**src/rtl/grant_decoder_pkg.sv**
```systemverilog
// Shared types, defaults and helpers for the grant decoder.
package grant_decoder_pkg;

  typedef enum logic {
    ST_IDLE  = 1'b0,
    ST_GRANT = 1'b1
  } state_e;

  localparam int unsigned DEF_IDX_W    = 2;
  localparam int unsigned DEF_N        = 4;
  localparam int unsigned DEF_HOLD_MAX = 15;

  // Wide result; callers size-cast to their grant width.
  function automatic logic [31:0] onehot(input logic [31:0] idx);
    return 32'd1 << idx;
  endfunction

endpackage

```
**src/rtl/grant_hold_timer.sv**
```systemverilog
// Loadable saturating hold counter; tc flags that the count has reached HOLD_MAX.
module grant_hold_timer #(
  parameter int unsigned HOLD_MAX = 15
) (
  input  logic clk,
  input  logic rst,
  input  logic load,
  input  logic clear,
  input  logic en,
  output logic tc
);

  localparam int unsigned CW = $clog2(HOLD_MAX + 1);

  logic [CW-1:0] cnt_q;

  always_ff @(posedge clk or posedge rst) begin
    if (rst) begin
      cnt_q <= '0;
    end else if (clear) begin
      cnt_q <= '0;
    end else if (load) begin
      cnt_q <= CW'(1);
    end else if (en && !tc) begin
      cnt_q <= cnt_q + CW'(1);
    end
  end

  assign tc = (cnt_q == CW'(HOLD_MAX));

endmodule

```
**src/rtl/grant_decoder.sv**
```systemverilog
// Registers an accepted index and holds a one-hot grant until release or hold timeout.
// Define GRANT_DECODER_B2B_EN to allow a new grant on the release edge with no idle bubble.
module grant_decoder
  import grant_decoder_pkg::*;
#(
  parameter int unsigned IDX_W    = DEF_IDX_W,
  parameter int unsigned N        = DEF_N,
  parameter int unsigned HOLD_MAX = DEF_HOLD_MAX
) (
  input  logic             clk,
  input  logic             rst,
  input  logic [IDX_W-1:0] code_in,
  input  logic             code_valid,
  output logic             code_ready,
  input  logic [N-1:0]     release_in,
  output logic [N-1:0]     grant,
  output logic             busy,
  output logic             timeout
);

  state_e           state_q, state_d;
  logic [IDX_W-1:0] idx_q, idx_d;
  logic [N-1:0]     grant_q, grant_d;
  logic             timeout_q, timeout_d;
  logic             tmr_load, tmr_clear, tmr_en, tmr_tc;
  logic             rel;

  assign rel = release_in[idx_q];

  grant_hold_timer #(
    .HOLD_MAX(HOLD_MAX)
  ) u_timer (
    .clk  (clk),
    .rst  (rst),
    .load (tmr_load),
    .clear(tmr_clear),
    .en   (tmr_en),
    .tc   (tmr_tc)
  );

  always_comb begin
    state_d    = state_q;
    idx_d      = idx_q;
    grant_d    = grant_q;
    timeout_d  = 1'b0;
    tmr_load   = 1'b0;
    tmr_clear  = 1'b0;
    tmr_en     = 1'b0;
    code_ready = 1'b0;
    unique case (state_q)
      ST_IDLE: begin
        code_ready = 1'b1;
        if (code_valid) begin
          idx_d    = code_in;
          grant_d  = N'(onehot(32'(code_in)));
          tmr_load = 1'b1;
          state_d  = ST_GRANT;
        end
      end
      ST_GRANT: begin
`ifdef GRANT_DECODER_B2B_EN
        code_ready = rel;
`endif
        if (rel) begin
          // Release beats a coincident timeout.
          if (code_ready && code_valid) begin
            idx_d    = code_in;
            grant_d  = N'(onehot(32'(code_in)));
            tmr_load = 1'b1;
          end else begin
            grant_d   = '0;
            tmr_clear = 1'b1;
            state_d   = ST_IDLE;
          end
        end else if (tmr_tc) begin
          grant_d   = '0;
          tmr_clear = 1'b1;
          timeout_d = 1'b1;
          state_d   = ST_IDLE;
        end else begin
          tmr_en = 1'b1;
        end
      end
      default: state_d = ST_IDLE;
    endcase
  end

  always_ff @(posedge clk or posedge rst) begin
    if (rst) begin
      state_q   <= ST_IDLE;
      idx_q     <= '0;
      grant_q   <= '0;
      timeout_q <= 1'b0;
    end else begin
      state_q   <= state_d;
      idx_q     <= idx_d;
      grant_q   <= grant_d;
      timeout_q <= timeout_d;
    end
  end

  assign grant   = grant_q;
  assign busy    = (state_q == ST_GRANT);
  assign timeout = timeout_q;

endmodule

```
**config.mk**
```make
export PLATFORM = sky130hd
export DESIGN_NAME = grant_decoder
export DESIGN_NICKNAME = d
export VERILOG_FILES = /design/src/rtl/grant_decoder_pkg.sv /design/src/rtl/grant_hold_timer.sv /design/src/rtl/grant_decoder.sv
export SDC_FILE = /design/constraint.sdc
export NUM_CORES = 1
export LEC_CHECK = 0
export ABC_AREA = 1
export CAP_MARGIN = 20
export CORE_AREA = 2 2 39 41
export DETAILED_ROUTE_END_ITERATION = 8
export DIE_AREA = 0 0 41 43
export PLACE_DENSITY_LB_ADDON = 0.12
export SLEW_MARGIN = 20
export SYNTH_ARGS = -nofsm -noshare
export SYNTH_HDL_FRONTEND = slang
export SYNTH_SLANG_ARGS = --single-unit
```
**constraint.sdc**
```tcl
create_clock -name clk -period 2.75 [get_ports clk]
set_input_delay 0.4125 -clock clk [delete_from_list [all_inputs] [get_ports clk]]
set_output_delay 0.4125 -clock clk [all_outputs]
set_load 0.05 [all_outputs]
```
==> impl_metrics.toml <==
[cells_and_area]
multiInputGateArea_sq_um = 239
fin_nets = 94
seq_area_sq_um = 300
antennaDiodeCount = 0
finalNonFillerCells = 99
layout-drive-gt1-share = 0.145
nFillCells = 155
syn_to_final_growth_pct = 36.7

[timing]
period_minus_slack_ps = 2080
min_period_over_period = 0.757
tightest_slew_ps = 496
clock-skew-final_ps = 1.15
slew_headroom = 0.668
setup_viol = 0
fmax_mhz = 480
drv_slew = 0
setup_ws_ps = 669
tns_ps = 0
rsz0062_at_grt = "false"
hold_viol_final = 0

[floorplanning]
fp.dieH_um = 43
pin_count = 16
start_util = 0.406
die_x_um = 41
dieArea_sq_um = 1760
rows = 14
fp.coreArea_sq_um = 1380

[cts]
cts_hold_buf = 0
cts.repair.resized = 0
cts-root-buf = "clkbuf_4"
cts_tree = "yes"
worstSkewPairLatency_ps = 280
clk_path_buf_depth = 2
postCtsSetupBuffers = 0
cts_buffers = 3
cts_max_level = 1
clock_sinks = 12
clkTransAtPathRegs_ps = 80

[yosys]
synth_top_area_frac = 0.535
synthTopCellsByArea = "dfrtp_1, nand2_1, nand3_1, nand2_4, o21ai_1"
synth-seq-cells = 12
yosys_warnings = 0
ys_seq_area_frac = 0.535
netlist_instances = 64
synth.avg_cell_area_sq_um = 8.78
synth_cell_types = 16
synthesis.area_sq_um = 562
syn_nets = 74
yosys.area.top_type = "dfrtp_1"

[route]
avgRoutedWirePerCell_um = 11.2
drtAntennaViolNets = 0
vias = 489
drt_iter0_drc = 1
vias_per_cell = 4.94
route.detailed.drc = 0
drt_pass1_iterations = 2
wirelength_mm = 1.11

[worst_setup_path]
critPathSlowestCell = "clkdlybuf4s50_1"
crit_path_start_kind = "flop"
r2r_end = "grant[0]$_DFFE_PP0P_"
path_class = "flop to primary output"
rrSetupSlack_ps = 1490
crit_arrival_ps = 1670
cp_cell_sequence = "inv_2 -> clkdlybuf4s50_1"
rr_worst_depth = 8
cp_slowest_stage_delay_ps = 810
critPathBufInv = 2
cp.required_ps = 2340
cp-end-kind = "primary output"
reg2reg_from = "u_timer.cnt_q[0]$_DFFE_PP0P_"
path_delay_family = "buffers and inverters"
critPathMaxFanout = 7

[grt]
grt_start_max_net_pins = 13
overflow = 0
grt_pass1_vias = 462
gr-usage-all-layers = 0.170
grt_pass1_wl_mm = 1.87
antenna_found_initial = 0

[placed_design]
dp_hpwl_um = 833
dpl.cell_count = 95
place_congestion = 0.718
place_ws_ps = 974
port_buffers = 15

[pwr]
total_power_mw = 0.824
leakagePower_nw = 0.370
power_density_nw_per_um2 = 1070
peakVddDrop_mv = 0.471

[status]
status = "finished clean"

[run]
cap_viol_max_count = 0

[min_path]
hold_class = "primary input to asynchronous set/reset pin"
==> cells in the final DEF, fill, tap and decap left out <==
cell,netlist,final
clkbuf_4,0,3
inv_2,4,4
nand2_1,18,18
inv_1,2,2
nand2_2,1,1
xnor2_1,1,1
xor2_1,1,1
dfrtp_1,12,12
nor2_2,1,1
o21ai_1,4,4
nand2_4,2,2
clkbuf_8,0,1
or2_0,2,2
ha_1,1,1
o21ai_0,3,3
clkdlybuf4s50_1,0,15
nor3_1,1,1
nand3_1,10,10
nor2_1,1,1
==> synthesized netlist by cell type <==
| cell | instances |
|---|---|
| nor2_2 | 1 |
| inv_1 | 2 |
| nor2_1 | 1 |
| inv_2 | 4 |
| nor3_1 | 1 |
| nand2_2 | 1 |
| xnor2_1 | 1 |
| o21ai_0 | 3 |
| nand3_1 | 10 |
| xor2_1 | 1 |
| dfrtp_1 | 12 |
| o21ai_1 | 4 |
| nand2_4 | 2 |
| or2_0 | 2 |
| ha_1 | 1 |
| nand2_1 | 18 |
==> layer usage <==
metal  GRT usage  part of all wire  up-vias
met5           0                 0        -
met4       0.160             0.026        0
met3      0.0471             0.054        4
met2       0.231              0.48       11
met1       0.203              0.44      229
li1            -                 -      245
==> worst register-to-register path: stages, from the launching register on <==
cell and delay, ps:
dfrtp_1 420, ha_1 240, nand3_1 100, nand2_1 70, inv_2 80, nand2_4 80, nand2_4 90, nand2_1 60
nand2_1 60
==> where the power goes <==
part	switching, mW	internal, mW	total [mW]
clock	0.0614	0.0806	0.142
combinational	0.261	0.135	0.396
sequential	0.0523	0.233	0.286
total	0.375	0.449	0.824
==> how the worst max path moves through the flow <==
| stage | from | to | slack, ps | cells after the start |
|---|---|---|---|---|
| 2_1_floorplan | busy$_DFF_PP0_ | grant[0]$_DFFE_PP0P_ | 1290 | 5 |
| 3_3_place_gp | busy$_DFF_PP0_ | code_ready | 970 | 2 |
| 3_5_place_dp | busy$_DFF_PP0_ | code_ready | 970 | 2 |
| 4_1_cts | busy$_DFF_PP0_ | code_ready | 650 | 2 |
| 5_1_grt | busy$_DFF_PP0_ | code_ready | 610 | 2 |
| 6_report | busy$_DFF_PP0_ | code_ready | 670 | 2 |
==> metrics by stage <==
stage / instance area [sq um] / utilization / hold WS (ps)
floorplan: 562 / - / 277
global placement: 732 / 0.529 / 456
detailed placement: 732 / 0.529 / 466
CTS: 768 / 0.555 / 442
global route: 768 / 0.555 / 478
finish: 768 / 0.555 / 433
==> cell type report <==
type / count / share of cell area
clock buffers: 4 / 0.0472
inverters: 6 / 0.0293
multi-input cells: 46 / 0.311
flip-flops and latches: 12 / 0.391
well taps: 16 / 0.0261
repair buffers: 15 / 0.195
==> registers in the layout (all words and copies together), names as in the netlist <==
signal / count
idx_q: 2
grant: 4
timeout: 1
busy: 1
u_timer.cnt_q: 4
==> cell families after synthesis <==
group                    count (synthesis)  synth area share
AO/OA/AOI/OAI                            7            0.0624
XOR/XNOR                                 2            0.0312
adder cells (fa/ha/maj)                  1            0.0223
buffers and inverters                    6            0.0401
flip-flops                              12             0.535
AND/OR/NAND/NOR                         36             0.310
Power figures use the tool's default switching activity.
